## config.mk

```make
export PLATFORM = sky130hd
export DESIGN_NAME = arb_bus_master
export DESIGN_NICKNAME = d
export VERILOG_FILES = /design/src/rtl/arb_pkg.sv /design/src/rtl/arb_cmd_fifo.sv /design/src/rtl/arb_bus_master.sv
export SDC_FILE = /design/constraint.sdc
export NUM_CORES = 1
export LEC_CHECK = 0
export ABC_AREA = 0
export CORE_MARGIN = 3
export CORE_UTILIZATION = 47
export CTS_CLUSTER_DIAMETER = 60
export DETAILED_ROUTE_END_ITERATION = 10
export HOLD_SLACK_MARGIN = 0.05
export PLACE_DENSITY_LB_ADDON = 0.2
export SETUP_SLACK_MARGIN = 0.3
export SYNTH_ARGS = -nofsm -noshare
export SYNTH_HDL_FRONTEND = slang
export SYNTH_SLANG_ARGS = --single-unit
```

## constraint.sdc

```tcl
create_clock -name clk -period 2.1 [get_ports clk]
set_input_delay 0.42 -clock clk [delete_from_list [all_inputs] [get_ports clk]]
set_output_delay 0.42 -clock clk [all_outputs]
set_load 0.02 [all_outputs]
```

## src/rtl/arb_pkg.sv

```systemverilog
// Shared types and address helpers for the arbitrator bus initiator.
package arb_pkg;

  localparam logic [31:0] SLV_BASE = 32'hFFEF_0200;
  localparam logic [31:0] SLV_MASK = 32'hFFEF_FF00;

  typedef struct packed {
    logic        rw;
    logic [3:0]  slave;
    logic [1:0]  word;
    logic [31:0] wdata;
  } arb_cmd_t;

  typedef enum logic [1:0] {
    IDLE,
    REQ,
    XFER,
    GAP
  } mst_state_t;

  function automatic logic [31:0] slv_addr(input logic [3:0] slave, input logic [1:0] word);
    return SLV_BASE | ({28'd0, slave} << 12) | ({30'd0, word} << 4);
  endfunction

endpackage

```

## src/rtl/arb_cmd_fifo.sv

```systemverilog
// Command FIFO; pointers carry an extra wrap bit to separate full from empty.
module arb_cmd_fifo #(
  parameter int unsigned DEPTH = 4,
  parameter type         T     = arb_pkg::arb_cmd_t
) (
  input  logic clk,
  input  logic rst,
  input  logic push,
  input  T     din,
  input  logic pop,
  output T     dout,
  output logic full,
  output logic empty
);
  localparam int unsigned AW = $clog2(DEPTH);

  T           mem [DEPTH];
  logic [AW:0] wptr, rptr;

  assign empty = (wptr == rptr);
  assign full  = (wptr[AW] != rptr[AW]) && (wptr[AW-1:0] == rptr[AW-1:0]);
  assign dout  = mem[rptr[AW-1:0]];

  always_ff @(posedge clk or negedge rst) begin
    if (!rst) begin
      wptr <= '0;
      rptr <= '0;
    end else begin
      if (push && !full) wptr <= wptr + 1'b1;
      if (pop && !empty) rptr <= rptr + 1'b1;
    end
  end

  always_ff @(posedge clk) begin
    if (push && !full) mem[wptr[AW-1:0]] <= din;
  end

endmodule

```

## src/rtl/arb_bus_master.sv

```systemverilog
// Bus initiator: queues commands, requests the bus, performs one single-beat
// transfer per grant and reports read data or a grant timeout.
module arb_bus_master
  import arb_pkg::*;
#(
  parameter int unsigned FIFO_DEPTH  = 4,
  parameter int unsigned GNT_TIMEOUT = 15
) (
  input  logic        clk,
  input  logic        rst,
  input  logic        cmd_valid,
  output logic        cmd_ready,
  input  logic        cmd_rw,
  input  logic [3:0]  cmd_slave,
  input  logic [1:0]  cmd_word,
  input  logic [31:0] cmd_wdata,
  output logic        req,
  input  logic        grant,
  output logic [31:0] addr,
  output logic        RW,
  output logic [31:0] DataToSlave,
  input  logic [31:0] DataFromSlave,
  output logic        rsp_valid,
  output logic [31:0] rsp_rdata,
  output logic        rsp_err
);
  mst_state_t  state, state_d;
  arb_cmd_t    cmd_in, head;
  logic        fifo_full, fifo_empty, push, pop;
  logic [7:0]  wcnt, wcnt_d;
  logic        req_d, rw_d, rsp_valid_d, rsp_err_d;
  logic [31:0] addr_d, wdata_d, rsp_rdata_d;

  assign cmd_in    = '{rw: cmd_rw, slave: cmd_slave, word: cmd_word, wdata: cmd_wdata};
  assign cmd_ready = !fifo_full;
  assign push      = cmd_valid && cmd_ready;

  arb_cmd_fifo #(
    .DEPTH (FIFO_DEPTH),
    .T     (arb_cmd_t)
  ) u_fifo (
    .clk   (clk),
    .rst   (rst),
    .push  (push),
    .din   (cmd_in),
    .pop   (pop),
    .dout  (head),
    .full  (fifo_full),
    .empty (fifo_empty)
  );

  // addr/RW/DataToSlave double as the holding register for the command in flight
  always_comb begin
    state_d     = state;
    wcnt_d      = wcnt;
    req_d       = req;
    addr_d      = addr;
    rw_d        = RW;
    wdata_d     = DataToSlave;
    rsp_valid_d = 1'b0;
    rsp_rdata_d = '0;
    rsp_err_d   = 1'b0;
    pop         = 1'b0;
    unique case (state)
      IDLE: begin
        if (!fifo_empty) begin
          pop     = 1'b1;
          req_d   = 1'b1;
          addr_d  = slv_addr(head.slave, head.word);
          rw_d    = head.rw;
          wdata_d = head.wdata;
          wcnt_d  = '0;
          state_d = REQ;
        end
      end
      REQ: begin
        if (grant) begin
          req_d       = 1'b0;
          rsp_valid_d = 1'b1;
          rsp_rdata_d = RW ? '0 : DataFromSlave;
          state_d     = XFER;
        end else if (({24'd0, wcnt} + 32'd1) >= GNT_TIMEOUT) begin
          req_d       = 1'b0;
          rsp_valid_d = 1'b1;
          rsp_err_d   = 1'b1;
          state_d     = XFER;
        end else begin
          wcnt_d = wcnt + 8'd1;
        end
      end
      XFER: begin
        rw_d    = 1'b0;
        wdata_d = '0;
        state_d = GAP;
      end
      GAP: begin
        state_d = IDLE;
      end
      default: state_d = IDLE;
    endcase
  end

  always_ff @(posedge clk or negedge rst) begin
    if (!rst) begin
      state       <= IDLE;
      wcnt        <= '0;
      req         <= 1'b0;
      addr        <= '0;
      RW          <= 1'b0;
      DataToSlave <= '0;
      rsp_valid   <= 1'b0;
      rsp_rdata   <= '0;
      rsp_err     <= 1'b0;
    end else begin
      state       <= state_d;
      wcnt        <= wcnt_d;
      req         <= req_d;
      addr        <= addr_d;
      RW          <= rw_d;
      DataToSlave <= wdata_d;
      rsp_valid   <= rsp_valid_d;
      rsp_rdata   <= rsp_rdata_d;
      rsp_err     <= rsp_err_d;
    end
  end

endmodule

```

=== Yosys cells after proc, flatten, opt, wreduce, memory -nomap -nowiden ===
Memories as Yosys holds them, arrays and structs flattened.
Cells that the tools add are included.

* Register bits: 116
* Memories kept: 1
* RAM bits: 156
* Output and inout port bits: 101
* Input port bits: 75

* Bitwise gates (word level): 2
* Magnitude comparators: 1
* Reductions and logical operators: 14
* Multiplexer cells: 28
* Equal/unequal tests: 10
* Add/subtract/negate cells: 4

{| class="wikitable"
|+ Memory list
! name !! depth !! bits a word !! rd ports !! clocked after memory_dff !! wr ports !! RTL line !! source
|-
| u_fifo.mem || 4 || 39 || 1 || 0 || 1 || arb_cmd_fifo.sv:17 || <nowiki>T mem [DEPTH];</nowiki>
|}

{| class="wikitable"
|+ Operators with widths
! kind !! number
|-
| 32-bit two-way mux || 4
|-
| 32-bit case mux with 2 select lines || 1
|-
| 32-bit by 6-bit bitwise OR with 32-bit output || 1
|-
| 8-bit two-way mux || 3
|-
| 8-bit case mux with 2 select lines || 1
|-
| 1-bit two-way mux || 13
|-
| 8-bit by 1-bit adder with 9-bit output, second input constant || 1
|-
| 9-bit by 4-bit greater-or-equal comparator with 1-bit output, second input constant || 1
|-
| 8-bit by 1-bit adder with 8-bit output, second input constant || 1
|-
| 2-bit case mux with 4 select lines || 1
|-
| 3-bit by 1-bit adder with 3-bit output, second input constant || 2
|-
| 2-bit two-way mux || 3
|-
| 2-bit inequality test, second input constant || 3
|-
| 2-bit AND reduction || 3
|-
| 2-bit == test, second input constant || 2
|-
| 1-bit logical AND || 4
|-
| 1-bit case mux with 2 select lines || 2
|-
| 4-bit AND reduction || 1
|-
| 2-bit nonzero test || 2
|-
| 3-bit == test || 1
|-
| 3-bit inequality test, second input constant || 1
|-
| 3-bit AND reduction || 1
|-
| 2-bit by 1-bit == test with 1-bit output, second input constant || 1
|-
| 2-bit == test || 1
|-
| 4 further kinds || 5
|}

=== Depth between registers and ports, before layout ===
Gate-level depths: netlist of run 1.

* Depth in word-level cells: 7
* Gate-level depth with buffers: 10
* Gate-level depth less buffers: 8

=== By module ===
Synthesis of run 1 repeated with hierarchy kept, for this count alone.

* Cells, all modules: 524
* Area total of the unflattened synthesis: 9628.0 µm²

{| class="wikitable"
|+ Modules (own cells, without submodules)
! module !! cells an instance !! sequential area each (µm²) !! area an instance (µm²) !! times used
|-
| arb_cmd_fifo || 253 || 4834.6 || 6149.6 || 1
|-
| arb_bus_master || 271 || 2127.0 || 3478.3 || 1
|}

=== Worst setup path before layout of run 1 ===
No wires, ideal clock.

* Path kind: register to register
* From: register u_fifo.rptr[0]
* To: memory u_fifo.mem[3][0] in the netlist's numbering (enable)
* Library setup time: 0.402 ns
* Clock period less this slack: 2.470 ns
* Buffers on the path: 1
* Setup slack: -0.370 ns
* Stages on the path, launching flop included: 6
* Data required time: 1.698 ns
* Arrival time: 2.068 ns
* Path through: dfrtp_1 -> clkbuf_1 -> xor2_1 -> nor2_1 -> nand2_1 -> and3_1

* Cells in the longest elaborated chain, start to end: 7

{| class="wikitable"
|+ Ends and longest elaborated chain
! item !! RTL line !! source
|-
| start: declaration || arb_cmd_fifo.sv:18 || <nowiki>logic [AW:0] wptr, rptr;</nowiki>
|-
| start signal: assignment || arb_cmd_fifo.sv:30 || <nowiki>if (pop && !empty) rptr <= rptr + 1'b1;</nowiki>
|-
| 2-bit == test (*) || arb_cmd_fifo.sv:21 || <nowiki>assign full = (wptr[AW] != rptr[AW]) && (wptr[AW-1:0] == rptr[AW-1:0]);</nowiki>
|-
| 1-bit logical AND (*) || arb_cmd_fifo.sv:21 ||
|-
| 1-bit logical NOT (*) || arb_bus_master.sv:35 || <nowiki>assign cmd_ready = !fifo_full;</nowiki>
|-
| via cmd_ready || arb_bus_master.sv:12 || <nowiki>output logic cmd_ready,</nowiki>
|-
| 1-bit logical AND || arb_bus_master.sv:36 || <nowiki>assign push = cmd_valid && cmd_ready;</nowiki>
|-
| 1-bit logical AND (*) || arb_cmd_fifo.sv:35 || <nowiki>if (push && !full) mem[wptr[AW-1:0]] <= din;</nowiki>
|-
| 1-bit two-way mux (*) || arb_cmd_fifo.sv:35 ||
|-
| 1-bit two-way mux (implied by the code) (*) || arb_cmd_fifo.sv:35 ||
|-
| end: declaration || arb_cmd_fifo.sv:17 ||
|}

Mark *: on every way through the listed nets, which the timed path passes. The rest lies on a longest branch.

=== Worst setup path in the final report of run 1 ===
* From: register wcnt[1]
* To: register wcnt[0]

* Cells in the longest elaborated chain, start to end: 4

{| class="wikitable"
|+ Ends and longest elaborated chain
! item !! RTL line !! source
|-
| start: declaration || arb_bus_master.sv:30 || <nowiki>logic [7:0] wcnt, wcnt_d;</nowiki>
|-
| start signal: assignment || arb_bus_master.sv:116 || <nowiki>wcnt <= wcnt_d;</nowiki>
|-
| 8-bit by 1-bit adder with 9-bit output || arb_bus_master.sv:82 || <nowiki>end else if (({24'd0, wcnt} + 32'd1) >= GNT_TIMEOUT) begin</nowiki>
|-
| 9-bit by 4-bit greater-or-equal comparator with 1-bit output || arb_bus_master.sv:82 ||
|-
| 2-bit inequality test (no source line) || - ||
|-
| 4-bit AND reduction (no source line) || - ||
|}

Every way passes these cells.
A chain may end at the register's enable or synchronous reset.

==> summary.md, run 1 <==
Timing
• **Tcrit/Tclk final** 98.8%
• **Max Freq** 482 MHz
• **setup repair after global routing missed its margin** yes
• **clk_skew** 0.0103 ns
• **worst slack on hold paths** 0.423 ns
• **final critical delay including setup and external delays** 2.08 ns
• **TNS Setup** 0 ns
• **worst slew margin relative to its limit** 59.3%
• **max-slew violation count** 0
• **number of endpoints with negative hold slack in the final report** 0
• **setup violators final** 0
• **Worst Tran Pin Value** 0.610 ns

Routing
• **final antenna-violating net count** 0
• **Total Routed Length** 22.1 mm
• **routed length on met1** 9.28 mm
• **total number of vias** 5,353
• **sum of met3 wire segment lengths after detailed routing** 1.51 mm
• **routed wirelength normalized by instance count** 21.8 um
• **vias per std cell** 5.28
• **first-pass iteration count of the detailed router** 4
• **met2 wire length** 10.7 mm
• **DR top layer** met5
• **DRC violations left** 0
• **starting DRC count in detailed routing** 370

Critical path
• **standard cell with the maximum stage delay on the critical path** dfrtp_2
• **flop-to-flop setup slack** 0.02 ns
• **Setup crit end kind** flop
• **endpoint of the worst register-to-register path** wcnt[0]
• **worst-path fanout max** 5
• **kind of critical path** flop to flop
• **number of cells on the worst reg-to-reg path** 8
• **cell chain of the critical path** ha_4, a31o_1, a211oi_2, o221ai_2, or2_4, buf_4, a31oi_4, o311ai_2
• **data required time at the worst endpoint** 2.47 ns
• **arrival time of data at the critical path endpoint** 2.45 ns
• **FF-to-FF Start** wcnt[1]
• **maximum cell stage delay along the critical path** 0.46 ns
• **startpoint kind of the worst setup timing path** flop

Placed design
• **area after detailed placement** 11,500 um^2
• **count of buffers inserted at the top-level ports** 165
• **DP HPWL** 12.1 mm
• **Final Wtd Congestion** 0.875

Synthesis
• **Ys Warns** 0
• **post-synth cell types** 40
• **Synth async-reset ratio** 36.8%
• **number of flops mapped to enable cells by yosys** 156
• **Syn Area/Cell** 18.6 um^2
• **synthesized cell area** 9390 um^2
• **Post-Synthesis Cells** 506
• **primary flip-flop cell chosen by synthesis mapping** edfxtp_1
• **portion of the post-synthesis area used by sequential elements** 74.1%
• **#FFs+latches synth** 247

Die
• **die footprint** 21,700 um^2
• **Die Y-Extent** 147 um
• **number of rows in the core area** 51
• **I/O Pins** 176
• **die boundary width** 147 um
• **Floorplan Core Area** 19,500 um^2
• **initial cell density of the core** 48.1%

Global route
• **number of global-route vias before repair** 5,535
• **global-route wire length before repair** 31.4 mm
• **total congestion overflow after global routing** 0
• **largest net degree at the start of global routing** 42
• **All-Layer GR Usage** 18.6%
• **initial antenna violation count** 1

Power and ir drop
• **areal power density over the cells** 1460 nW/um^2
• **Leakage** 5.37 nW
• **IR drop worst, VDD** 0.804 mV

Run status
• **status** finished clean

Clock network
• **# H-tree levels** 1
• **clock latency reported for the late side of the worst-skew pair** 0.52 ns
• **TritonCTS clock tree** done
• **clock sink count** 247
• **clock root cell** clkbuf_16
• **maximum clock path buffer count** 3
• **clock edge transition at the registers on the reported setup and hold paths** 0.06 ns
• **number of buffers created by CTS** 25

Finish
• **most common cell after layout, fill and taps aside** edfxtp_1
• **highest-count cells in the layout ignoring fill and taps** edfxtp_1 (156), dfrtp_1 (85), dlygate4sd2_1 (80), clkdlybuf4s50_1 (73), mux4_2 (39)
• **register cell area after layout** 6970 um^2
• **Area growth syn-to-layout** 39.3%
• **fill cell total of the finished layout** 1,336
• **Final Cell Area** 13,100 um^2
• **Diodes inserted** 0
• **combined area of the multi-input logic cells** 2420 um^2
• **nets@finish** 815
• **ratio of cells with drive above 1 in the final layout** 28.6%

Hold path
• **path category of the worst min-delay check** input pin to asynchronous set/reset pin

Job
• **count of max-cap constraint violations** 0

## how the worst max path moves through the flow
stage | endpoint | cells past startpoint | startpoint | slack [ns]
2_1_floorplan | wcnt[2] | 8 | wcnt[1] | -0.008
3_3_place_gp | wcnt[2] | 7 | wcnt[1] | 0.02
3_5_place_dp | wcnt[3] | 8 | wcnt[1] | -0.08
4_1_cts | wcnt[2] | 7 | wcnt[1] | 0.07
5_1_grt | wcnt[1] | 7 | wcnt[1] | -0.07
6_report | wcnt[0] | 8 | wcnt[1] | 0.02
## sequential cells by signal, summed over array words and instances (netlist names)
name,count
DataToSlave,32
addr,7
rsp_err,1
rsp_rdata,32
u_fifo.rptr,3
RW,1
wcnt,8
u_fifo.wptr,3
rsp_valid,1
req,1
u_fifo.mem,156
state,2
## metrics by stage
stage | cells | total power, mW | setup WS (ns) | utilization (%)
finish | 1013 | 19.1 | 0.0250 | 67.0
CTS | 989 | 17.7 | 0.0743 | 64.4
global placement | 922 | 12.7 | 0.0181 | 58.9
global route | 1013 | 20.0 | -0.0651 | 67.0
detailed placement | 922 | 12.8 | -0.0754 | 58.9
floorplan | 515 | 10.4 | -0.00790 | -
## where the power goes
group	switching, mW	internal (mW)	leakage [nW]
clock network	1.83	2.60	0.412
logic	3.80	3.97	2.33
registers	0.483	6.44	2.62
## layer usage
layer | track usage [%] | vias up
li1 | - | 2353
met1 | 24.9 | 2741
met2 | 31.1 | 207
met3 | 4.47 | 50
met4 | 5.03 | 2
met5 | 0 | -
## worst max-delay path, delay by kind of cell, from the launching register on
kind	cells	cell delay, ns
fa+ha+maj	1	0.20
flops	1	0.46
buf+inv	1	0.15
compound gates	5	0.85
simple gates	1	0.27
## repair_timing
item	4_1_cts	5_1_grt
hold buffers	1	0
gates cloned	3	10
setup endpoints to repair	191	103
resized for setup	128	65
hold endpoints to repair	28	0
pin swaps	12	44
setup buffers	17	14
## cell usage after synthesis, types with 2 or more instances
| cell type | count | share of area, % |
|---|---|---|
| o31ai_1 | 3 | 0.24 |
| ha_1 | 11 | 1.5 |
| clkbuf_1 | 20 | 0.80 |
| o21ai_0 | 8 | 0.43 |
| nor2_1 | 10 | 0.40 |
| a21oi_1 | 2 | 0.11 |
| and2_1 | 38 | 2.5 |
| xnor2_1 | 3 | 0.28 |
| nand3_1 | 3 | 0.16 |
| a21o_1 | 2 | 0.16 |
| a22o_1 | 33 | 3.1 |
| nand2_1 | 9 | 0.36 |
| a31oi_1 | 3 | 0.20 |
| buf_4 | 25 | 2.0 |
| buf_6 | 3 | 0.36 |
| inv_1 | 7 | 0.28 |
| nor3_1 | 2 | 0.11 |
| mux2_2 | 9 | 1.1 |
| dfrtp_1 | 91 | 24 |
| edfxtp_1 | 156 | 50 |
| xor2_1 | 6 | 0.56 |
| mux4_2 | 39 | 9.4 |
| and3_1 | 5 | 0.33 |
| nand2b_1 | 2 | 0.13 |
## cells by family (layout without fill, tap and decap cells)
family	Yosys count	in the layout	synth area share, %
AOI/OAI and AO/OA	58	58	4.96
xor gates and xnor gates	9	9	0.839
adders and majority gates	11	11	1.47
buffers and inverters	56	288	3.49
DFF	247	247	74.1
muxes	49	49	10.5
other	1	10	0.0399
and+or+nand+nor	75	76	4.56
## layout make-up
type                       count  area share (%)
clock inverter                16            1.06
clock buffer                  30            5.31
inverter                       7           0.201
multi-input combinational    213            18.5
sequential                   247            53.3
tap                          265            2.53
timing repair buffer         235            19.2
Note: power is estimated with default switching activity, not from simulation.
==> run 2: changes to the inputs <==
--- a/config.mk
+++ b/config.mk
@@ -13,6 +13,7 @@
 export HOLD_SLACK_MARGIN = 0.05
 export PLACE_DENSITY_LB_ADDON = 0.2
 export SETUP_SLACK_MARGIN = 0.3
+export SKIP_CTS_REPAIR_TIMING = 1
 export SYNTH_ARGS = -nofsm -noshare
 export SYNTH_HDL_FRONTEND = slang
 export SYNTH_SLANG_ARGS = --single-unit
==> run 2 against run 1 <==
Against the previous run: clock-buffer cell count unchanged; sequential cell count unchanged; clock power about the same; register-to-register slack about the same; die area unchanged; sequential share of layout area decreased by 1.5 points; global-route usage decreased by 1.1 points; wire length increased by 2.7%; worst hold slack improved by 0.028 ns; cell area increased by 2.9%; critical path depth decreased by 1; critical endpoint is now wcnt[2].
==> summary.md, run 2 (synthesized netlist as in run 1, its figures left out) <==
Global route
• **global-route wire length before repair** 29.7 mm, -5.2%
• **All-Layer GR Usage** 17.5%, -1.1 points
• **number of global-route vias before repair** 5,321, -3.9%
• **total congestion overflow after global routing** 0, unchanged
• **initial antenna violation count** 0, -1
• **largest net degree at the start of global routing** 42, unchanged

Critical path
• **Setup crit end kind** flop
• **FF-to-FF Start** wcnt[1]
• **kind of critical path** flop to flop
• **worst setup path start** wcnt[1]
• **endpoint of the worst register-to-register path** wcnt[2]
• **worst-path fanout max** 5, unchanged
• **data required time at the worst endpoint** 2.53 ns, +0.06 ns
• **arrival time of data at the critical path endpoint** 2.52 ns, +0.07 ns
• **number of cells on the worst reg-to-reg path** 7, -1
• **startpoint kind of the worst setup timing path** flop
• **flop-to-flop setup slack** 0.01 ns, about the same

Clock network
• **clock sink count** 247, unchanged
• **clock edge transition at the registers on the reported setup and hold paths** 0.07 ns, about the same
• **TritonCTS clock tree** done
• **maximum clock path buffer count** 3, unchanged
• **# H-tree levels** 1, unchanged
• **clock latency reported for the late side of the worst-skew pair** 0.52 ns, about the same
• **clock root cell** clkbuf_16
• **number of buffers created by CTS** 25, unchanged

Power and ir drop
• **IR drop worst, VDD** 0.819 mV, +2.0%
• **areal power density over the cells** 1420 nW/um^2, -2.7%
• **Leakage** 6.26 nW, +17%

Timing
• **setup violators final** 0, unchanged
• **number of endpoints with negative hold slack in the final report** 0, unchanged
• **setup repair after global routing missed its margin** yes
• **Max Freq** 479 MHz, -0.52%
• **clk_skew** 0.0176 ns, +0.00723 ns
• **Tcrit/Tclk final** 99.3%, +0.52 points
• **worst slack on hold paths** 0.451 ns, +0.0281 ns
• **worst slew margin relative to its limit** 58.0%, -1.3 points
• **final critical delay including setup and external delays** 2.09 ns, +0.0109 ns
• **Worst Tran Pin Value** 0.630 ns, +0.0191 ns
• **max-slew violation count** 0, unchanged

Finish
• **nets@finish** 810, -0.61%
• **Diodes inserted** 0, unchanged
• **number of flip-flops in the largest register** 156, unchanged
• **fill cell total of the finished layout** 1,246, -6.7%
• **ratio of cells with drive above 1 in the final layout** 26.5%, -2.1 points
• **most common cell after layout, fill and taps aside** edfxtp_1
• **Area growth syn-to-layout** 43.4%
• **utilization after layout** 69.0%, +1.9 points
• **highest-count cells in the layout ignoring fill and taps** edfxtp_1 (156), dlymetal6s2s_1 (90), dfrtp_1 (85), clkdlybuf4s50_1 (73), clkbuf_16 (40)

Die
• **Floorplan Core Area** 19,500 um^2, unchanged
• **Die Y-Extent** 147 um, unchanged
• **number of rows in the core area** 51, unchanged
• **initial cell density of the core** 48.1%, unchanged
• **die boundary width** 147 um, unchanged
• **die footprint** 21,700 um^2, unchanged
• **I/O Pins** 176, unchanged

Routing
• **DRC violations left** 0, unchanged
• **starting DRC count in detailed routing** 363, -1.9%
• **Total Routed Length** 22.7 mm, +2.7%
• **total number of vias** 5,327, -0.49%
• **final antenna-violating net count** 0, unchanged
• **vias per std cell** 5.28, about the same
• **routed wirelength normalized by instance count** 22.5 um, +3.2%
• **first-pass iteration count of the detailed router** 4, unchanged

Placed design
• **count of buffers inserted at the top-level ports** 165, unchanged
• **Final Wtd Congestion** 0.875, unchanged
• **DP HPWL** 12.1 mm, unchanged

Hold path
• **path category of the worst min-delay check** input pin to asynchronous set/reset pin

Run status
• **status** finished clean

Job
• **count of max-cap constraint violations** 0, unchanged

run 2: cell count changes in the layout (fill, tap and decap cells not counted), sizes merged:
cell	delta
clkdlybuf4s15	-2
dlygate4sd2	-80
buf	-13
dlymetal6s2s	+90
run 2: worst max path at each step:
stage,end,cells past startpoint,slack [ns]
after floorplan,wcnt[2],8,-0.008
after global placement,wcnt[2],7,0.02
after detailed placement,wcnt[3],8,-0.08
after CTS,cmd_ready,4,-0.40
after global routing,wcnt[2],7,-0.05
final,wcnt[2],7,0.01
run 2: layout make-up:
class / instances / area, um^2 / share of cell area, %
flip-flops and latches: 247 / 6970 / 51.8
repair buffers: 230 / 2880 / 21.4
multi-input cells: 213 / 2420 / 18.0
clock buffers: 30 / 694 / 5.16
well taps: 265 / 332 / 2.46
clock inverters: 16 / 139 / 1.03
inverters: 7 / 26.3 / 0.195
run 2: power breakdown:
part | switching, mW | leakage [nW] | internal, mW | total, mW
logic | 3.73 | 3.23 | 4.05 | 7.78
registers | 0.501 | 2.62 | 6.44 | 6.94
clock network | 1.82 | 0.412 | 2.60 | 4.42
total | 6.05 | 6.26 | 13.1 | 19.1
run 2: metal layers:
metal	global-route usage, %	wire (um)	up-vias
li1	-	-	2341
met1	23.6	9530	2734
met2	29.2	11200	216
met3	4.50	1450	36
met4	3.96	510	0
met5	0	0	-
run 2: metrics by stage:
stage	worst slack (ns)	TNS [ns]	cell area (um^2)	instances	power [mW]
2_1_floorplan	-0.00790	-0.00790	9470	515	10.4
3_3_place_gp	0.0181	0	11500	922	12.7
3_5_place_dp	-0.0754	-0.288	11500	922	12.8
4_1_cts	-0.400	-3.29	12300	968	17.3
5_1_grt	-0.0498	-0.159	13500	1008	20.0
6_report	0.0141	0	13500	1008	19.1
run 2: worst max-delay path, cell delays in order (launching register included):
cell and delay, ns:
dfrtp_2 0.45, ha_4 0.19, a31o_1 0.21, a211oi_2 0.21, o221ai_2 0.16, or2_4 0.28, or4_4 0.42, o211ai_2 0.08
